### src/rtl/instruction_fetch_unit_pkg.sv
// rtl/instruction_fetch_unit_pkg.sv - shared types and constants for the instruction fetch unit
// Contents: INST_W, RESET_PC_DEFAULT, NOP_INST, fetch_entry_t (one prefetch FIFO slot).
package instruction_fetch_unit_pkg;

  localparam int          INST_W           = 32;
  localparam logic [31:0] RESET_PC_DEFAULT = 32'h0000_0000;
  localparam logic [31:0] NOP_INST         = 32'h0000_0000;

  typedef struct packed {
    logic [31:0]       pc_plus4;
    logic [INST_W-1:0] inst;
  } fetch_entry_t;

endpackage

### src/rtl/instruction_fetch_unit_if.sv
// rtl/instruction_fetch_unit_if.sv - instruction memory, redirect and decode-side signals of the fetch unit
// master: fetch unit side (drives imem_adr, if_*, fifo_count)
// slave : environment side (drives imem_inst, branch_*, id_ready)
interface instruction_fetch_unit_if #(
  parameter int FIFO_DEPTH = 2
) ();
  import instruction_fetch_unit_pkg::*;

  localparam int CNT_W = $clog2(FIFO_DEPTH) + 1;

  logic [31:0]       imem_adr;
  logic [INST_W-1:0] imem_inst;
  logic              branch_taken;
  logic [31:0]       branch_addr;
  logic              id_ready;
  logic              if_valid;
  logic [INST_W-1:0] if_inst;
  logic [31:0]       if_pc;
  logic [CNT_W-1:0]  fifo_count;

  modport master (
    output imem_adr,
    input  imem_inst,
    input  branch_taken,
    input  branch_addr,
    input  id_ready,
    output if_valid,
    output if_inst,
    output if_pc,
    output fifo_count
  );

  modport slave (
    input  imem_adr,
    output imem_inst,
    output branch_taken,
    output branch_addr,
    output id_ready,
    input  if_valid,
    input  if_inst,
    input  if_pc,
    input  fifo_count
  );

endinterface

### src/rtl/instruction_fetch_unit_fetch_fifo.sv
// rtl/instruction_fetch_unit_fetch_fifo.sv - synchronous prefetch FIFO with flush and registered head
// Ports: clk, rst (sync, active-high), flush, push, wr_data, pop,
//        head_valid/head_data (zero when empty), count (occupancy, one bit wider than pointers).
module fetch_fifo
  import instruction_fetch_unit_pkg::*;
#(
  parameter int DEPTH = 2
) (
  input  logic                       clk,
  input  logic                       rst,
  input  logic                       flush,
  input  logic                       push,
  input  fetch_entry_t               wr_data,
  input  logic                       pop,
  output logic                       head_valid,
  output fetch_entry_t               head_data,
  output logic [$clog2(DEPTH):0]     count
);

  localparam int PTR_W = $clog2(DEPTH);
  localparam int CNT_W = PTR_W + 1;

  fetch_entry_t     mem_q [DEPTH];
  fetch_entry_t     mem_d [DEPTH];
  logic [PTR_W-1:0] wr_ptr_q, wr_ptr_d;
  logic [PTR_W-1:0] rd_ptr_q, rd_ptr_d;
  logic [CNT_W-1:0] count_q, count_d;

  logic do_push;
  logic do_pop;

  always_comb begin
    // Pop only when something is there; push when there is room or the pop frees it.
    do_pop  = pop & (count_q != '0);
    do_push = push & ((count_q != CNT_W'(DEPTH)) | do_pop);

    mem_d    = mem_q;
    wr_ptr_d = wr_ptr_q;
    rd_ptr_d = rd_ptr_q;
    count_d  = count_q;

    if (flush) begin
      wr_ptr_d = '0;
      rd_ptr_d = '0;
      count_d  = '0;
    end else begin
      if (do_push) begin
        mem_d[wr_ptr_q] = wr_data;
        wr_ptr_d        = wr_ptr_q + PTR_W'(1);
      end
      if (do_pop) begin
        rd_ptr_d = rd_ptr_q + PTR_W'(1);
      end
      case ({do_push, do_pop})
        2'b10:   count_d = count_q + CNT_W'(1);
        2'b01:   count_d = count_q - CNT_W'(1);
        default: count_d = count_q;
      endcase
    end
  end

  always_ff @(posedge clk) begin
    if (rst) begin
      wr_ptr_q <= '0;
      rd_ptr_q <= '0;
      count_q  <= '0;
    end else begin
      wr_ptr_q <= wr_ptr_d;
      rd_ptr_q <= rd_ptr_d;
      count_q  <= count_d;
    end
  end

  // Storage needs no reset: an entry is only visible once count covers it.
  always_ff @(posedge clk) begin
    for (int i = 0; i < DEPTH; i++) begin
      mem_q[i] <= mem_d[i];
    end
  end

  assign head_valid = (count_q != '0);
  assign head_data  = head_valid ? mem_q[rd_ptr_q] : '0;
  assign count      = count_q;

endmodule

### src/rtl/instruction_fetch_unit.sv
// rtl/instruction_fetch_unit.sv - PC owner and prefetcher between instruction memory and decode
// Ports: clk, rst (sync, active-high), bus (instruction_fetch_unit_if.master):
//   imem_adr/imem_inst word-indexed combinational fetch, branch_taken/branch_addr redirect,
//   id_ready/if_valid/if_inst/if_pc decode handshake, fifo_count debug occupancy.
module instruction_fetch_unit
  import instruction_fetch_unit_pkg::*;
#(
  parameter int          FIFO_DEPTH = 2,
  parameter logic [31:0] RESET_PC   = RESET_PC_DEFAULT
) (
  input  logic                      clk,
  input  logic                      rst,
  instruction_fetch_unit_if.master  bus
);

  localparam int CNT_W = $clog2(FIFO_DEPTH) + 1;

  logic [31:0]      pc_q, pc_d;
  logic             head_valid;
  fetch_entry_t     head_data;
  fetch_entry_t     wr_data;
  logic [CNT_W-1:0] count;
  logic             pop;
  logic             full;
  logic             push;

  always_comb begin
    pop  = head_valid & bus.id_ready;
    full = (count == CNT_W'(FIFO_DEPTH));
    // A pop in the same cycle frees a slot, so a full FIFO still streams at one per cycle.
    push = ~bus.branch_taken & (~full | pop);

    wr_data.pc_plus4 = pc_q + 32'd4;
    wr_data.inst     = bus.imem_inst;

    pc_d = pc_q;
    if (bus.branch_taken) begin
      pc_d = {bus.branch_addr[31:2], 2'b00};
    end else if (push) begin
      pc_d = pc_q + 32'd4;
    end
  end

  always_ff @(posedge clk) begin
    if (rst) begin
      pc_q <= RESET_PC;
    end else begin
      pc_q <= pc_d;
    end
  end

  fetch_fifo #(
    .DEPTH (FIFO_DEPTH)
  ) u_fetch_fifo (
    .clk        (clk),
    .rst        (rst),
    .flush      (bus.branch_taken),
    .push       (push),
    .wr_data    (wr_data),
    .pop        (pop),
    .head_valid (head_valid),
    .head_data  (head_data),
    .count      (count)
  );

  assign bus.imem_adr   = {2'b00, pc_q[31:2]};
  assign bus.if_valid   = head_valid;
  assign bus.if_inst    = head_valid ? head_data.inst : NOP_INST;
  assign bus.if_pc      = head_valid ? head_data.pc_plus4 : 32'h0;
  assign bus.fifo_count = count;

endmodule

### src/flat_wrapper.sv
// flat-port wrapper written by rule: the top's interface ports become plain ports
module instruction_fetch_unit_flat import instruction_fetch_unit_pkg::*;
#(
  parameter int          FIFO_DEPTH = 2,
  parameter logic [31:0] RESET_PC   = RESET_PC_DEFAULT
)
  (clk, rst, bus_imem_adr, bus_imem_inst, bus_branch_taken, bus_branch_addr, bus_id_ready, bus_if_valid, bus_if_inst, bus_if_pc, bus_fifo_count);
  instruction_fetch_unit_if #(.FIFO_DEPTH(FIFO_DEPTH)) bus_i ();
  input  logic clk;
  input  logic rst;
  output wire logic [$bits(bus_i.imem_adr)-1:0] bus_imem_adr;
  input wire logic [$bits(bus_i.imem_inst)-1:0] bus_imem_inst;
  input wire logic [$bits(bus_i.branch_taken)-1:0] bus_branch_taken;
  input wire logic [$bits(bus_i.branch_addr)-1:0] bus_branch_addr;
  input wire logic [$bits(bus_i.id_ready)-1:0] bus_id_ready;
  output wire logic [$bits(bus_i.if_valid)-1:0] bus_if_valid;
  output wire logic [$bits(bus_i.if_inst)-1:0] bus_if_inst;
  output wire logic [$bits(bus_i.if_pc)-1:0] bus_if_pc;
  output wire logic [$bits(bus_i.fifo_count)-1:0] bus_fifo_count;
  assign bus_imem_adr = bus_i.imem_adr;
  assign bus_i.imem_inst = bus_imem_inst;
  assign bus_i.branch_taken = bus_branch_taken;
  assign bus_i.branch_addr = bus_branch_addr;
  assign bus_i.id_ready = bus_id_ready;
  assign bus_if_valid = bus_i.if_valid;
  assign bus_if_inst = bus_i.if_inst;
  assign bus_if_pc = bus_i.if_pc;
  assign bus_fifo_count = bus_i.fifo_count;
  instruction_fetch_unit #(.FIFO_DEPTH(FIFO_DEPTH), .RESET_PC(RESET_PC)) u_core (.clk(clk), .rst(rst), .bus(bus_i));
endmodule
### config.mk
export PLATFORM = sky130hd
export DESIGN_NAME = instruction_fetch_unit_flat
export DESIGN_NICKNAME = d
export VERILOG_FILES = /design/src/rtl/instruction_fetch_unit_pkg.sv /design/src/rtl/instruction_fetch_unit_if.sv /design/src/rtl/instruction_fetch_unit_fetch_fifo.sv /design/src/rtl/instruction_fetch_unit.sv /design/src/flat_wrapper.sv
export SDC_FILE = /design/constraint.sdc
export NUM_CORES = 1
export LEC_CHECK = 0
export CAP_MARGIN = 20
export CORE_ASPECT_RATIO = 0.5
export CORE_UTILIZATION = 40
export CTS_BUF_LIST = sky130_fd_sc_hd__clkbuf_16
export CTS_CLUSTER_SIZE = 20
export DETAILED_ROUTE_END_ITERATION = 16
export GPL_TIMING_DRIVEN = 0
export PLACE_DENSITY = 0.78
export SYNTH_ARGS = -nofsm -noshare
export SYNTH_HDL_FRONTEND = slang
export SYNTH_HIERARCHICAL = 1
export SYNTH_SLANG_ARGS = --single-unit
### constraint.sdc
create_clock -name clk -period 8.2 [get_ports clk]
set_clock_uncertainty 0.1 [all_clocks]
set_input_delay 2.05 -clock clk [delete_from_list [all_inputs] [get_ports clk]]
set_output_delay 2.05 -clock clk [all_outputs]
set_load 0.1 [all_outputs]
==> results list, run 1 <==
- The flow ran to the end, and the final reports show no timing, DRC or antenna violations.
* Dpl cells: 1105
* Antenna violations before repair: 0
- After layout, the minimum clock period comes to 5.94 ns.
- Summed over all nets, wire length on met2 after detailed routing comes to 9.89 mm.
- After clock tree synthesis, the flow added hold-fix buffers numbering 0.
- Total Nets Final: 936
- In this run the core area contains 35 standard-cell rows.
- Number of distinct library cells after synthesis: 60
* Kind of critical path: reg2out
- Sorting the synthesized cells by area gives the leading types as sky130_fd_sc_hd__edfxtp_1, sky130_fd_sc_hd__dfxtp_1, sky130_fd_sc_hd__mux2i_1.
* Pin count of the biggest net entering global routing: 20
- Startpoint kind of the worst setup timing path: register
* HPWL Detailed: 14.5 mm
- The highest layer touched by signal routing is met4.
- 167 I/O pins were placed.
- Detail Route Antenna Nets: 0
- A synthesized cell averages 11.7 um2.
- Number of global-route vias before repair: 5746
* Total power: 2.00 mW
- DRC viols: 0
- In the global route stage, overall resource usage came out at 20.1%.
- After the first detailed-routing iteration, the DRC count stood at 501.
- From synthesis to final layout, the design area changed by 34.3%.
* Resize count post-CTS: 0
- Total clock sinks: 162
- Synth warn: 6
- In the synthesized netlist the async set-or-reset flop fraction comes to 0%.
* Reg clk slew, reported paths: 0.07 ns
- For this block, wires on met1 add up to 8.64 mm.
- Summed over all cells, the static leakage comes to 3.51 nW.
- Total Negative Setup Slacks: 0 ns
- Number of non-filler instances in the completed layout: 1137
- Post-CTS setup buffer count: 0
- Maximum fanout along the worst path: 10
- Latest clock arrival within the worst-skew pair: 0.41 ns
- Die height: 101 um
* Number of I/O port buffers: 162
- The routed design has 20.1 mm of wire.
- Global routing finished with a remaining overflow of 0.
- Final core utilization: 56.0%
- Total clock buffers created by CTS: 17
* RSZ-0062 raised after global routing: no
- Slew Limit Headroom: 31.7%
- Pre-CTS worst setup slack: 2.71 ns
* Initial core utilization: 41.7%
- After detailed routing, the average wire length per cell comes to 17.7 um.
- For the pin with the worst max-slew slack, the measured transition is 1.02 ns.
* Number of synthesized register bits: 162
- Critical Path RT: 6.05 ns
* Minimum setup slack in the final design: 2.26 ns
- Based on the critical path, the design can be clocked at up to 0.168 GHz.
- Cells after synthesis: 671
- The worst setup path is captured at an output pin.
- Seq/Total Area, Yosys: 57.9%
- Leading register cell type out of synthesis: sky130_fd_sc_hd__edfxtp_1
* Total die area: 0.0201 mm2
- Drt pass-1 iters: 5
* Core area: 0.0187 mm2
- Detailed routing placed a total of 1.26 mm of wire on met3.
- The max-slew violation count was 0.
- Count of filler cells inserted in the layout: 1591
- Last weighted congestion value of the routability-driven placer: 0.894
- The hold violation total from the final report came to 0.
* Synthesized cell area: 0.00782 mm2
* Antenna cells: 0
* Power density of the placed cells: 190 mW/mm2
- Clock Path Buffers: 2
- Cell accounting for the most synthesized area: sky130_fd_sc_hd__edfxtp_1
- In this run the number of H-tree levels came out at 4.
- VDD sags by at most 0.000147 V.
- Part of the cycle the worst path needs: 72.5%
- Number of enable flip-flop cells after synthesis: 128
- Data arrival time of the critical path: 3.79 ns
- Share of layout cells above drive strength 1: 8.66%
- Via count: 5997
- TritonCTS built the clock tree.
* Global-route wire length before repair: 31.0 mm
- Die span in x: 200 um
- Using the TritonRoute via totals, the vias-per-cell ratio works out to 5.27.
- The cell sitting at the root of the clock tree is a sky130_fd_sc_hd__clkbuf_16.
- Setup violations remaining at the end of the flow were counted as 0.
* Fraction of post-synthesis cell area in the top cell type by area: 49.2%
- Worst setup slack for register-to-register paths: 4.25 ns
* Worst min-delay path class: reg2reg
- Max-cap violations: 0
-- state kept, by name, indices dropped and copies added, names as in the netlist --
register and cells:
u_core/pc_q 30, u_core/u_fetch_fifo/mem_q 128, u_core/u_fetch_fifo/wr_ptr_q 1, u_core/u_fetch_fifo/count 2, u_core/u_fetch_fifo/rd_ptr_q 1
-- final cells by class --
type	instances	area [um2]	share of cell area [%]
sequential	162	4520	43.1
multi-input combinational	455	3050	29.0
timing repair buffer	171	1760	16.8
clock buffer	17	425	4.05
tap	259	324	3.09
buffer	48	239	2.28
clock inverter	14	133	1.26
inverter	11	41.3	0.393
-- logic make-up (layout without fill, tap and decap cells) --
kind of cell	after synthesis	after routing	synth area share, %
adders and majority gates	2	2	0.320
AOI/OAI and AO/OA	78	78	7.75
and+or+nand+nor	265	265	17.7
muxes	65	65	8.32
other	1	6	0.0480
DFF	162	162	57.9
buffers and inverters	59	261	3.59
xor gates and xnor gates	39	39	4.37
-- synth_stat cells, types with 5 or more instances --
master,count
sky130_fd_sc_hd__edfxtp_1,128
sky130_fd_sc_hd__nor2_1,97
sky130_fd_sc_hd__and2_1,67
sky130_fd_sc_hd__mux2i_1,65
sky130_fd_sc_hd__dfxtp_1,34
sky130_fd_sc_hd__clkbuf_1,23
sky130_fd_sc_hd__nand2_1,23
sky130_fd_sc_hd__xnor2_1,23
sky130_fd_sc_hd__xor2_1,16
sky130_fd_sc_hd__a211oi_1,14
sky130_fd_sc_hd__buf_2,12
sky130_fd_sc_hd__buf_4,11
sky130_fd_sc_hd__or3_1,11
sky130_fd_sc_hd__nand3_1,10
sky130_fd_sc_hd__nor3_1,10
sky130_fd_sc_hd__a311oi_1,9
sky130_fd_sc_hd__inv_1,9
sky130_fd_sc_hd__o21ai_0,9
sky130_fd_sc_hd__a21oi_1,7
sky130_fd_sc_hd__and3_1,7
sky130_fd_sc_hd__and4_1,7
sky130_fd_sc_hd__nand4_1,7
sky130_fd_sc_hd__a2111oi_0,5
-- power by group --
group | switching (mW) | internal (mW) | leakage (nW)
registers | 0.0232 | 0.922 | 1.47
logic | 0.201 | 0.0930 | 1.78
clock network | 0.336 | 0.421 | 0.263
total | 0.560 | 1.44 | 3.51
-- critical path: stages, from the launching register on --
cell	delay [ns]
sky130_fd_sc_hd__dfxtp_1	0.55
sky130_fd_sc_hd__nor2_1	0.11
sky130_fd_sc_hd__buf_2	0.22
sky130_fd_sc_hd__buf_2	0.20
sky130_fd_sc_hd__inv_1	0.10
sky130_fd_sc_hd__clkbuf_1	0.47
sky130_fd_sc_hd__clkbuf_1	0.38
sky130_fd_sc_hd__and2_1	0.19
sky130_fd_sc_hd__clkdlybuf4s50_1	1.13
-- final timing paths --
kind,depth (start not counted),to,start
setup / recovery,8,bus_if_inst[25],u_core/u_fetch_fifo/count[0]
hold / removal,2,u_core/u_fetch_fifo/wr_ptr_q,u_core/u_fetch_fifo/wr_ptr_q
setup reg to reg,12,u_core/u_fetch_fifo/mem_q[20],u_core/u_fetch_fifo/count[0]
hold reg to reg,2,u_core/u_fetch_fifo/wr_ptr_q,u_core/u_fetch_fifo/wr_ptr_q
-- per-layer routing --
| layer | vias to the layer above | GRT usage (%) |
|---|---|---|
| met3 | 28 | 3.21 |
| met1 | 2909 | 26.6 |
| met4 | 0 | 6.75 |
| met2 | 226 | 33.9 |
| met5 | - | 0 |
| li1 | 2834 | - |
-- through the flow --
step	hold WS, ns	cell area, um2
after global placement	0.367	9790
after CTS	0.415	10500
after global routing	0.438	10500
after floorplan	0.355	7840
after detailed placement	0.404	9930
final	0.421	10500
-- placed cells by master (no fill, tap or decap), types with 9 or more instances in the layout --
cell / n
sky130_fd_sc_hd__xor2_1: 16
sky130_fd_sc_hd__o21ai_0: 9
sky130_fd_sc_hd__clkbuf_16: 17
sky130_fd_sc_hd__dfxtp_1: 34
sky130_fd_sc_hd__a311oi_1: 9
sky130_fd_sc_hd__nor3_1: 9
sky130_fd_sc_hd__nand3_1: 10
sky130_fd_sc_hd__xnor2_1: 23
sky130_fd_sc_hd__and2_1: 67
sky130_fd_sc_hd__buf_2: 12
sky130_fd_sc_hd__a211oi_1: 14
sky130_fd_sc_hd__or3_1: 11
sky130_fd_sc_hd__mux2i_1: 65
sky130_fd_sc_hd__nand2_1: 23
sky130_fd_sc_hd__clkbuf_1: 23
sky130_fd_sc_hd__edfxtp_1: 128
sky130_fd_sc_hd__nor2_1: 97
sky130_fd_sc_hd__clkdlybuf4s50_1: 162
sky130_fd_sc_hd__buf_4: 11
sky130_fd_sc_hd__inv_1: 9
No activity file was read; power rests on OpenSTA's default activity.
==> inputs of run 2 (changes only) <==
Settings changed: PLACE_DENSITY 0.78 to 0.75.
Clock period 8.2 ns to 5.57 ns, I/O delays scaled along.
==> results list, run 2 (synthesis gave the netlist of run 1 again) <==
* Run status: completed
* Initial core utilization: 41.7%
* Number of flip-flops in the largest register: 128
* Startpoint of the lowest-slack hold path: u_core/u_fetch_fifo/wr_ptr_q
- Total clock sinks: 162
- The number of hold buffers added after CTS was 0.
- Counting cells, the worst reg-to-reg path comes to 13.
- Number of top-level pins: 167
* Number of core rows: 35
* Maximum fanout along the worst path: 10
* Most common library cell in the layout ignoring fill and taps: sky130_fd_sc_hd__clkdlybuf4s50_1
- The number of antenna violations at the first check in global routing came to 0.
- Resize count post-CTS: 0
* Max-cap violations: 0
- Setup repair after global routing left no endpoint under its margin.
- The H-tree was split into 4 levels.
* Peak supply drop: 0.000203 V
- Worst setup slack for register-to-register paths: 1.69 ns
- Counting instances, the worst hold path has a depth of 2.
* Biggest register: u_core/u_fetch_fifo/mem_q
- The hold violation total from the final report was 0.
- Clock-pin slew was measured on the worst setup and hold paths at 0.06 ns.
- Worst setup path start: u_core/u_fetch_fifo/count[0]
- Static leakage: 3.54 nW
- In this run the critical register-to-register path is launched from u_core/u_fetch_fifo/count[0].
* Total die area: 0.0201 mm2
- Data arrival time of the critical path: 3.82 ns
* Drt pass-1 iters: 4
- Dpl cells: 1105
* Part of the cycle the worst path needs: 95.4%
- Core area: 0.0187 mm2
- The max-slew violation count was 0.
- Power density of the placed cells: 282 mW/mm2
* Die span in x: 200 um
- Entering global routing, the biggest net connects 19 pins.
- Slew Limit Headroom: 31.6%
- Capturing element type of the critical path: output pin
- Count of filler cells inserted in the layout: 1592
- For this run, the number of standard cells in the final layout without fillers is 1137.
- Average wire per cell in the routed design: 17.9 um
- Terminus of the critical flop-to-flop path: u_core/u_fetch_fifo/mem_q[76]
* Share of layout cells above drive strength 1: 8.77%
* Total Nets Final: 935
* Worst min-delay path class: reg2reg
* Die height: 101 um
* Most used cells in the layout excluding fill and tap cells: sky130_fd_sc_hd__clkdlybuf4s50_1, sky130_fd_sc_hd__edfxtp_1, sky130_fd_sc_hd__nor2_1
- After global routing the overflow that remains totals 0.
- The first global-routing pass estimated 31.2 mm of wire.
* HPWL Detailed: 14.6 mm
- Via count: 5950
* Final WL: 20.3 mm
- TritonCTS built the clock tree.
- Summing all multi-input logic gate instances after layout gives 0.00305 mm2.
- Shortest period the worst path allows: 5.32 ns
- Area growth syn-to-layout: 35.2%
* Number of global-route vias before repair: 5809
* Via-per-instance ratio: 5.23
* Antenna cells: 0
- Total Negative Setup Slacks: 0 ns
* Transition at the pin with the smallest max-transition slack: 1.02 ns
- The detail route stage leaves a number of antenna-violating nets equal to 0.
* Endpoints failing setup: 0
* Destination of the worst hold path: u_core/u_fetch_fifo/wr_ptr_q
* Number of I/O port buffers: 162
* Aggregate global-route resource usage: 20.4%
- At the later pin of the worst-skew pair, clock insertion delay measures 0.42 ns.
- Critical Path RT: 4.08 ns
- The critical path is of the reg2out type.
- Last weighted congestion value of the routability-driven placer: 0.878
* Highest Clock Rate: 0.188 GHz
* Post-CTS setup buffer count: 0
- Clock Path Buffers: 2
* Startpoint kind of the worst setup timing path: register
- For this block, the initial DRC count from the detailed router was 396.
- Seq. cell area: 0.00452 mm2
- Clock Root Buffer: sky130_fd_sc_hd__clkbuf_16
- DRC viols: 0
- Counting the buffers created by CTS gives 17.
run 2: cell types whose count changed in the layout (fill, tap and decap cells not counted), sizes merged:
cell | previous run | this run
inv | 13 | 18
clkinvlp | 3 | 2
buf | 32 | 31
clkinv | 8 | 5
run 2: final cells by class:
class                           count  share of cell area, %
Clock inverter                     15                   1.38
Multi-Input combinational cell    455                   28.9
Timing Repair Buffer              170                   17.2
Tap cell                          259                   3.07
Clock buffer                       17                   4.02
Inverter                           11                  0.391
Sequential cell                   162                   42.8
Buffer                             48                   2.26
run 2: worst max-delay path, stage by stage (launching register included):
cell	delay, ns
sky130_fd_sc_hd__dfxtp_1	0.54
sky130_fd_sc_hd__nor2_1	0.11
sky130_fd_sc_hd__buf_2	0.23
sky130_fd_sc_hd__buf_2	0.21
sky130_fd_sc_hd__inv_1	0.10
sky130_fd_sc_hd__clkbuf_1	0.49
sky130_fd_sc_hd__clkbuf_1	0.37
sky130_fd_sc_hd__and2_1	0.20
sky130_fd_sc_hd__clkdlybuf4s50_1	1.15
run 2: metal layers:
layer / share of wire (%) / GRT usage, %
met1: 44 / 26.7
met2: 49 / 34.9
met3: 5.2 / 3.51
met4: 1.5 / 6.28
met5: 0 / 0
run 2: report_power, final:
group	total [mW]	internal [mW]	leakage (nW)	switching, mW
combinational	0.438	0.141	1.79	0.297
sequential	1.39	1.36	1.47	0.0343
clock	1.15	0.629	0.281	0.521
run 2: worst max path at each step:
stage                                    endpoint  cells after the start  slack (ns)
finish                            bus_if_inst[22]                      8        0.25
global route                      bus_if_inst[10]                      8        0.08
CTS                                 bus_if_pc[20]                      8        0.22
detailed placement                  bus_if_pc[20]                      8        0.68
global placement    u_core/u_fetch_fifo/mem_q[16]                      6       -0.51
floorplan            u_core/u_fetch_fifo/mem_q[0]                     10        0.36
run 2: stage by stage:
step                      utilization (%)  total power [mW]  hold WS (ns)  cell area [um2]  setup WS (ns)
final                                56.4              2.98         0.445            10600          0.253
after global routing                 56.4              3.08         0.485            10600         0.0838
after CTS                            56.4              3.00         0.441            10600          0.215
after detailed placement             53.4              1.85         0.422            10000          0.678
after global placement               52.3              1.83         0.404             9800         -0.506
after floorplan                         -              1.69         0.393             7860          0.364
